<file path="config.mk">
export PLATFORM = sky130hd
export DESIGN_NAME = mandelbrot_scheduler_flat
export DESIGN_NICKNAME = d
export VERILOG_FILES = /design/src/rtl/mandelbrot_scheduler_pkg.sv /design/src/rtl/mandelbrot_scheduler_if.sv /design/src/rtl/mandelbrot_scheduler_rr_arbiter.sv /design/src/rtl/mandelbrot_scheduler.sv /design/src/flat_wrapper.sv
export SDC_FILE = /design/constraint.sdc
export NUM_CORES = 2
export LEC_CHECK = 0
export ABC_AREA = 1
export BUFFER_PORTS_ARGS = -buffer_cell sky130_fd_sc_hd__buf_2
export CAP_MARGIN = 0
export CORE_AREA = 5 5 339 341
export DETAILED_ROUTE_END_ITERATION = 12
export DIE_AREA = 0 0 344 346
export SLEW_MARGIN = 20
export SYNTH_ARGS = -nofsm -noshare
export SYNTH_HDL_FRONTEND = slang
export SYNTH_HIERARCHICAL = 1
export SYNTH_SLANG_ARGS = --single-unit
</file>
<file path="constraint.sdc">
create_clock -name clk -period 3.74 [get_ports clk]
set_clock_uncertainty 0.05 [all_clocks]
set_input_delay 0.187 -clock clk [delete_from_list [all_inputs] [get_ports clk]]
set_output_delay 0.187 -clock clk [all_outputs]
set_load 0.05 [all_outputs]
</file>
<file path="src/rtl/mandelbrot_scheduler_pkg.sv">
// Shared constants and state encoding for the Mandelbrot frame scheduler.
package mandelbrot_scheduler_pkg;

    // Signed 4.23 fixed point coordinates
    localparam int unsigned DW   = 27;
    localparam int unsigned FRAC = 23;
    localparam logic [DW-1:0] ONE = 27'h0800000;

    typedef enum logic [2:0] {
        StIdle,
        StLoad,
        StHold,
        StRun,
        StFin
    } state_e;

endpackage

</file>
<file path="src/rtl/mandelbrot_scheduler_if.sv">
// Engine-side bus: per-engine configuration, engine resets, pixel-write
// requests and the frame-buffer write port.
interface mandelbrot_scheduler_if #(
    parameter int unsigned NUM_ITER = 4,
    parameter int unsigned DW       = 27,
    parameter int unsigned AW       = 19,
    parameter int unsigned PW       = 8
);

    logic [NUM_ITER*DW-1:0] it_init_x;
    logic [DW-1:0]          it_init_y;
    logic [DW-1:0]          it_x_incr;
    logic [DW-1:0]          it_y_incr;
    logic [NUM_ITER*DW-1:0] it_x_limit;
    logic [DW-1:0]          it_y_limit;
    logic [NUM_ITER-1:0]    it_reset;
    logic [NUM_ITER-1:0]    it_done;
    logic [NUM_ITER-1:0]    it_wr_req;
    logic [NUM_ITER*AW-1:0] it_wr_addr;
    logic [NUM_ITER*PW-1:0] it_wr_data;
    logic [NUM_ITER-1:0]    it_wr_grant;
    logic                   mem_we;
    logic [AW-1:0]          mem_addr;
    logic [PW-1:0]          mem_data;

    // Scheduler side
    modport master (
        output it_init_x, it_init_y, it_x_incr, it_y_incr, it_x_limit, it_y_limit,
        output it_reset, it_wr_grant, mem_we, mem_addr, mem_data,
        input  it_done, it_wr_req, it_wr_addr, it_wr_data
    );

    // Engines and frame buffer side
    modport slave (
        input  it_init_x, it_init_y, it_x_incr, it_y_incr, it_x_limit, it_y_limit,
        input  it_reset, it_wr_grant, mem_we, mem_addr, mem_data,
        output it_done, it_wr_req, it_wr_addr, it_wr_data
    );

endinterface

</file>
<file path="src/rtl/mandelbrot_scheduler_rr_arbiter.sv">
// Round-robin arbiter: grants the first requester at or after the rotating
// pointer; the pointer moves just past the winner.
module mandelbrot_scheduler_rr_arbiter #(
    parameter int unsigned NUM_ITER = 4,
    parameter int unsigned IW       = 2
) (
    input  logic                clk,
    input  logic                reset,
    input  logic [NUM_ITER-1:0] req,
    output logic [NUM_ITER-1:0] grant,
    output logic [IW-1:0]       grant_idx,
    output logic                grant_valid
);
    import mandelbrot_scheduler_pkg::*;

    logic [IW-1:0] ptr_q, ptr_d;
    logic          found;
    int            idx;

    // Cyclic search starting at the pointer; first hit wins
    always_comb begin
        grant     = '0;
        grant_idx = '0;
        found     = 1'b0;
        idx       = 0;
        for (int i = 0; i < int'(NUM_ITER); i++) begin
            idx = int'(ptr_q) + i;
            if (idx >= int'(NUM_ITER)) begin
                idx = idx - int'(NUM_ITER);
            end
            if (!found && req[IW'(idx)]) begin
                found            = 1'b1;
                grant[IW'(idx)]  = 1'b1;
                grant_idx        = IW'(idx);
            end
        end
    end

    assign grant_valid = found;

    // Pointer advances to winner+1, wrapping at NUM_ITER
    always_comb begin
        ptr_d = ptr_q;
        if (found) begin
            ptr_d = (grant_idx == IW'(NUM_ITER - 1)) ? '0 : grant_idx + 1'b1;
        end
    end

    // Pointer register
    always_ff @(posedge clk or negedge reset) begin
        if (!reset) begin
            ptr_q <= '0;
        end else begin
            ptr_q <= ptr_d;
        end
    end

endmodule

</file>
<file path="src/rtl/mandelbrot_scheduler.sv">
// Frame controller: configures a bank of iterator engines with
// column-interleaved slices of the viewport, runs them until all report done,
// funnels their pixel writes onto one frame-buffer port and times the frame.
module mandelbrot_scheduler #(
    parameter int unsigned NUM_ITER = 4,
    parameter int unsigned DW       = mandelbrot_scheduler_pkg::DW,
    parameter int unsigned SCREEN_W = 640,
    parameter int unsigned SCREEN_H = 480,
    parameter int unsigned AW       = 19,
    parameter int unsigned PW       = 8,
    parameter int unsigned CW       = 32
) (
    input  logic                   clk,
    input  logic                   reset,
    input  logic                   start,
    input  logic [DW-1:0]          view_x0,
    input  logic [DW-1:0]          view_y0,
    input  logic [DW-1:0]          step,
    mandelbrot_scheduler_if.master eng,
    output logic                   busy,
    output logic                   frame_done,
    output logic [CW-1:0]          cycle_count
);
    import mandelbrot_scheduler_pkg::*;

    localparam int unsigned IW = (NUM_ITER > 1) ? $clog2(NUM_ITER) : 1;

    state_e                 state_q, state_d;
    logic                   hold_cnt_q;
    logic [NUM_ITER-1:0]    done_mask_q;
    logic [CW-1:0]          cycle_q;

    logic [NUM_ITER*DW-1:0] init_x_q;
    logic [NUM_ITER*DW-1:0] x_limit_q;
    logic [DW-1:0]          init_y_q;
    logic [DW-1:0]          x_incr_q;
    logic [DW-1:0]          y_incr_q;
    logic [DW-1:0]          y_limit_q;

    logic [NUM_ITER-1:0]    grant;
    logic [IW-1:0]          grant_idx;
    logic                   grant_valid;
    logic [AW-1:0]          wr_addr;
    logic [PW-1:0]          wr_data;
    logic                   mem_we_q;
    logic [AW-1:0]          mem_addr_q;
    logic [PW-1:0]          mem_data_q;

    logic                   all_done;
    logic                   frame_clear;

    // A done seen this cycle counts immediately; the frame only closes once no
    // write is requested or still sitting on the memory port.
    assign all_done    = &(done_mask_q | eng.it_done);
    assign frame_clear = all_done && !(|eng.it_wr_req) && !mem_we_q;

    // Next-state logic
    always_comb begin
        state_d = state_q;
        unique case (state_q)
            StIdle:  if (start) state_d = StLoad;
            StLoad:  state_d = StHold;
            StHold:  if (hold_cnt_q) state_d = StRun;
            StRun:   if (frame_clear) state_d = StFin;
            StFin:   state_d = StIdle;
            default: state_d = StIdle;
        endcase
    end

    // Moore outputs decoded from the current state
    always_comb begin
        busy         = (state_q != StIdle);
        frame_done   = (state_q == StFin);
        eng.it_reset = (state_q == StRun) ? '0 : '1;
    end

    // State register and two-cycle HOLD counter
    always_ff @(posedge clk or negedge reset) begin
        if (!reset) begin
            state_q    <= StIdle;
            hold_cnt_q <= 1'b0;
        end else begin
            state_q    <= state_d;
            hold_cnt_q <= (state_q == StHold) ? ~hold_cnt_q : 1'b0;
        end
    end

    // Sticky per-engine done flags, cleared when a frame is loaded
    always_ff @(posedge clk or negedge reset) begin
        if (!reset) begin
            done_mask_q <= '0;
        end else if (state_q == StLoad) begin
            done_mask_q <= '0;
        end else if (state_q == StRun) begin
            done_mask_q <= done_mask_q | eng.it_done;
        end
    end

    // Render timer: counts HOLD and RUN cycles, holds otherwise, wraps at max
    always_ff @(posedge clk or negedge reset) begin
        if (!reset) begin
            cycle_q <= '0;
        end else if (state_q == StLoad) begin
            cycle_q <= '0;
        end else if (state_q == StHold || state_q == StRun) begin
            cycle_q <= cycle_q + 1'b1;
        end
    end

    assign cycle_count = cycle_q;

    // Slice configuration: engine k owns columns k, k+N, ...; all sums wrap at DW bits
    always_ff @(posedge clk or negedge reset) begin
        if (!reset) begin
            init_x_q  <= '0;
            x_limit_q <= '0;
            init_y_q  <= '0;
            x_incr_q  <= '0;
            y_incr_q  <= '0;
            y_limit_q <= '0;
        end else if (state_q == StLoad) begin
            for (int k = 0; k < int'(NUM_ITER); k++) begin
                init_x_q[k*DW +: DW]  <= view_x0 + DW'(k) * step;
                x_limit_q[k*DW +: DW] <= view_x0 + DW'(int'(SCREEN_W - NUM_ITER) + k) * step;
            end
            init_y_q  <= view_y0;
            x_incr_q  <= DW'(NUM_ITER) * step;
            y_incr_q  <= step;
            y_limit_q <= view_y0 + DW'(SCREEN_H - 1) * step;
        end
    end

    assign eng.it_init_x  = init_x_q;
    assign eng.it_x_limit = x_limit_q;
    assign eng.it_init_y  = init_y_q;
    assign eng.it_x_incr  = x_incr_q;
    assign eng.it_y_incr  = y_incr_q;
    assign eng.it_y_limit = y_limit_q;

    mandelbrot_scheduler_rr_arbiter #(
        .NUM_ITER (NUM_ITER),
        .IW       (IW)
    ) u_arb (
        .clk         (clk),
        .reset       (reset),
        .req         (eng.it_wr_req),
        .grant       (grant),
        .grant_idx   (grant_idx),
        .grant_valid (grant_valid)
    );

    assign eng.it_wr_grant = grant;

    // Select the granted engine's address and data
    always_comb begin
        wr_addr = '0;
        wr_data = '0;
        for (int k = 0; k < int'(NUM_ITER); k++) begin
            if (IW'(k) == grant_idx) begin
                wr_addr = eng.it_wr_addr[k*AW +: AW];
                wr_data = eng.it_wr_data[k*PW +: PW];
            end
        end
    end

    // Frame-buffer port, one cycle behind the grant
    always_ff @(posedge clk or negedge reset) begin
        if (!reset) begin
            mem_we_q   <= 1'b0;
            mem_addr_q <= '0;
            mem_data_q <= '0;
        end else begin
            mem_we_q <= grant_valid;
            if (grant_valid) begin
                mem_addr_q <= wr_addr;
                mem_data_q <= wr_data;
            end
        end
    end

    assign eng.mem_we   = mem_we_q;
    assign eng.mem_addr = mem_addr_q;
    assign eng.mem_data = mem_data_q;

endmodule
</file>
<file path="src/flat_wrapper.sv">
// flat-port wrapper written by rule: the top's interface ports become plain ports
module mandelbrot_scheduler_flat import mandelbrot_scheduler_pkg::*;
#(
    parameter int unsigned NUM_ITER = 4,
    parameter int unsigned DW       = mandelbrot_scheduler_pkg::DW,
    parameter int unsigned SCREEN_W = 640,
    parameter int unsigned SCREEN_H = 480,
    parameter int unsigned AW       = 19,
    parameter int unsigned PW       = 8,
    parameter int unsigned CW       = 32
)
  (clk, reset, start, view_x0, view_y0, step, busy, frame_done, cycle_count, eng_it_init_x, eng_it_init_y, eng_it_x_incr, eng_it_y_incr, eng_it_x_limit, eng_it_y_limit, eng_it_reset, eng_it_wr_grant, eng_mem_we, eng_mem_addr, eng_mem_data, eng_it_done, eng_it_wr_req, eng_it_wr_addr, eng_it_wr_data);
  mandelbrot_scheduler_if #(.NUM_ITER(NUM_ITER), .DW(DW), .AW(AW), .PW(PW)) eng_i ();
  input  logic clk;
  input  logic reset;
  input  logic start;
  input  logic [DW-1:0] view_x0;
  input  logic [DW-1:0] view_y0;
  input  logic [DW-1:0] step;
  output logic busy;
  output logic frame_done;
  output logic [CW-1:0] cycle_count;
  output wire logic [$bits(eng_i.it_init_x)-1:0] eng_it_init_x;
  output wire logic [$bits(eng_i.it_init_y)-1:0] eng_it_init_y;
  output wire logic [$bits(eng_i.it_x_incr)-1:0] eng_it_x_incr;
  output wire logic [$bits(eng_i.it_y_incr)-1:0] eng_it_y_incr;
  output wire logic [$bits(eng_i.it_x_limit)-1:0] eng_it_x_limit;
  output wire logic [$bits(eng_i.it_y_limit)-1:0] eng_it_y_limit;
  output wire logic [$bits(eng_i.it_reset)-1:0] eng_it_reset;
  output wire logic [$bits(eng_i.it_wr_grant)-1:0] eng_it_wr_grant;
  output wire logic [$bits(eng_i.mem_we)-1:0] eng_mem_we;
  output wire logic [$bits(eng_i.mem_addr)-1:0] eng_mem_addr;
  output wire logic [$bits(eng_i.mem_data)-1:0] eng_mem_data;
  input wire logic [$bits(eng_i.it_done)-1:0] eng_it_done;
  input wire logic [$bits(eng_i.it_wr_req)-1:0] eng_it_wr_req;
  input wire logic [$bits(eng_i.it_wr_addr)-1:0] eng_it_wr_addr;
  input wire logic [$bits(eng_i.it_wr_data)-1:0] eng_it_wr_data;
  assign eng_it_init_x = eng_i.it_init_x;
  assign eng_it_init_y = eng_i.it_init_y;
  assign eng_it_x_incr = eng_i.it_x_incr;
  assign eng_it_y_incr = eng_i.it_y_incr;
  assign eng_it_x_limit = eng_i.it_x_limit;
  assign eng_it_y_limit = eng_i.it_y_limit;
  assign eng_it_reset = eng_i.it_reset;
  assign eng_it_wr_grant = eng_i.it_wr_grant;
  assign eng_mem_we = eng_i.mem_we;
  assign eng_mem_addr = eng_i.mem_addr;
  assign eng_mem_data = eng_i.mem_data;
  assign eng_i.it_done = eng_it_done;
  assign eng_i.it_wr_req = eng_it_wr_req;
  assign eng_i.it_wr_addr = eng_it_wr_addr;
  assign eng_i.it_wr_data = eng_it_wr_data;
  mandelbrot_scheduler #(.NUM_ITER(NUM_ITER), .DW(DW), .SCREEN_W(SCREEN_W), .SCREEN_H(SCREEN_H), .AW(AW), .PW(PW), .CW(CW)) u_core (.clk(clk), .reset(reset), .start(start), .view_x0(view_x0), .view_y0(view_y0), .step(step), .eng(eng_i), .busy(busy), .frame_done(frame_done), .cycle_count(cycle_count));
endmodule
</file>
==> results.cfg <==
[setup_path]
start_kind = input pin
critical_path_required_ns = 4.23
cp_max_fo = 4
reg2reg_depth = 17
slowest_delay_ns = 0.56
endpoint = u_core/eng.it_x_limit[80]
critical_path.endpoint_type = flip-flop
slowest_stage = fa_1
cpMostUsedCell = nand2_1
crit_type = input pin to flip-flop
crit_path_start = step[10]
reg2reg_setup_slack_ns = 0.24
path_cells = buf_12 -> buf_8 -> fa_2 -> xor2_1 -> ha_1 -> fa_1 -> fa_2 -> ha_4 -> nand2_1 -> buf_4 -> o21ai_4 -> nand3_1 -> nand2_1 -> xor2_1 -> ha_4 -> a21oi_2 -> o21ai_2 -> a21oi_1 -> nand3_2 -> inv_2 -> nand2_2 -> nand3_2 -> nand2_1
r2r-end = u_core/eng.mem_data[1]
crit_arrival_ns = 5.00

[min_path]
hp-start = view_x0[20]
hold_class = input pin to flip-flop

[floorplan]
core_sq_um = 112000
die_w_microns = 344
die_h_microns = 346
ios = 594
die_area_sq_um = 119000
num_rows = 123
initial_core_util_pct = 37.6

[place]
io_buffers = 591
dp_cells = 8314
post-dp-hpwl_mm = 153
gp_congestion = 0.990

[global_route]
grt_pass1_vias = 44500
grt_max_degree = 117
grt_use_total_pct = 30.3
grt_pass1_wl_mm = 274
grt.overflow.total = 0
grt_antenna_before_repair = 11

[timing]
hold_viol = 0
min_period_ns = 4.50
finalSetupTns_ns = -35.45
rsz0062_at_grt = true
fin_crit_sh_pct = 120
slew_violations = 0
slew_headroom_pct = 48.6
setup_violations = 87
worst_pin_slew_ns = 0.772
fmax_mhz = 222
fin_ws_ns = -0.764

[synth]
ys_top_cells_by_count = nand2_1, inv_1, fa_1, dfrtp_1, ha_1
ys_ff_latch = 358
yosysSeqAreaShare_pct = 21.4
synthArstFlopShare_pct = 100
synth_top_area_share_pct = 21.4
netlist_area_sq_um = 41900
synthCells = 5524
synth_area_leaders = dfrtp_1, fa_1, nand2_1, ha_1, inv_1
synth_cell_types = 64
synth_area_leader_cell = dfrtp_1
avgSynthCellArea_sq_um = 7.59
yosysMostFrequentCell = nand2_1
yosysWarnings = 6
synth_edf_count = 0
ys.flop_type = dfrtp_1

[drt]
drt-vias-per-instance = 5.09
first_iter_violations = 3025
via_count = 44200
wl_per_cell_microns = 21.5
drc = 0
dr.pass1.iters = 6
ant_nets = 0
postRouteWirelength_mm = 187

[clocking]
clock_sinks = 358
htreeDepth = 2
clockBufferDepth = 3
tritoncts = done
path_clk_slew_ns = 0.07
cts-root-buf = clkbuf_16
cts_buffers = 44
clock_latency_ns = 0.63

[finish]
drive_gt1_share_pct = 40.1
nNetsFinal = 8123
syn_to_final_growth_pct = 53.2
fin_cells = 8688

[outcome]
status = finished, violations left
violations = setup timing

[run]
drv_cap = 0
## critical path, delay by kind of cell
family | cells | cell delay [ns]
AND/OR/NAND/NOR | 7 | 0.61
XOR/XNOR | 2 | 0.53
AO/OA/AOI/OAI | 4 | 0.66
buffers and inverters | 4 | 0.51
adder cells (fa/ha/maj) | 6 | 2.49
## worst min-delay path by stage
stage                           endpoint  slack, ns  cells past startpoint
2_1_floorplan      u_core/cycle_count[0]      -0.16                      0
3_3_place_gp   u_core/eng.it_x_limit[14]       0.20                      1
3_5_place_dp   u_core/eng.it_y_limit[22]       0.20                      1
4_1_cts         u_core/eng.it_init_x[20]       0.01                      3
5_1_grt          u_core/eng.it_y_incr[4]       0.02                      4
6_report        u_core/eng.it_init_x[20]       0.03                      3
## what timing repair did
item                       4_1_cts  5_1_grt
hold buffers                    98        0
hold endpoints to repair       150        0
pin swaps                      461      484
setup endpoints to repair      100      105
buffers inserted               131       95
resized for setup              841      531
## cells in the final DEF, fill, tap and decap left out, types with 64 or more instances in the layout
cell type	instances
a21oi_1	147
nand2_1	1247
ha_1	184
nand2_2	127
dfrtp_1	358
fa_1	372
nand3_1	239
nand2_4	79
dlygate4sd3_1	98
nor2_4	64
ha_4	154
buf_2	568
inv_1	795
a21oi_2	94
nand4_1	85
nor2_1	201
nand3_2	85
buf_6	139
buf_4	856
o21ai_0	227
inv_2	138
## state kept, by name (all words and copies together), names as in the netlist, 4 cells and up, named ones only
register / cells
u_core/cycle_count: 32
u_core/done_mask_q: 4
u_core/eng.it_init_x: 106
u_core/eng.it_init_y: 27
u_core/eng.it_x_limit: 101
u_core/eng.it_y_incr: 27
u_core/eng.it_y_limit: 27
u_core/eng.mem_addr: 19
u_core/eng.mem_data: 8
## area by class of cell
| cell class | count | area, sq um |
|---|---|---|
| fillers | 10100 | 47400 |
| multi-input cells | 4072 | 35400 |
| repair buffers | 1705 | 12700 |
| flip-flops and latches | 358 | 8960 |
| inverters | 964 | 3710 |
| well taps | 1500 | 1880 |
| clock buffers | 63 | 1280 |
| clock inverters | 19 | 297 |
| diodes | 7 | 17.5 |
## kinds of logic after synthesis
kind of cell	Yosys count	share of synthesized area [%]
multiplexers	3	0.0746
buffers and inverters	1095	10.4
AO/OA/AOI/OAI	768	10.0
AND/OR/NAND/NOR	2360	23.9
XOR/XNOR	161	3.36
other	1	0.00895
adder cells (fa/ha/maj)	778	30.9
flip-flops	358	21.4
## per-stage QoR
step	setup slack (ns)	instance area [sq um]	utilization (%)	hold slack, ns
4_1_cts	-0.680	61400	55.0	0.0101
3_5_place_dp	-1.77	54400	48.7	0.200
3_3_place_gp	-1.81	54400	48.7	0.197
2_1_floorplan	-0.961	43800	-	-0.159
5_1_grt	-0.870	64200	57.5	0.0249
6_report	-0.764	64200	57.5	0.0294
## per-layer routing
layer	part of all wire (%)	vias to the layer above	global-route usage, %	wire, microns
met3	6.1	351	4.18	11400
met5	0.0070	-	0	13
met1	41	21600	39.8	77500
met2	47	1478	50.5	88600
li1	-	20800	-	-
met4	5.1	2	12.3	9460
Power is left out: the tool's default activity adds up to more than one toggle a clock period on the data nets, which glitch-free logic cannot reach.
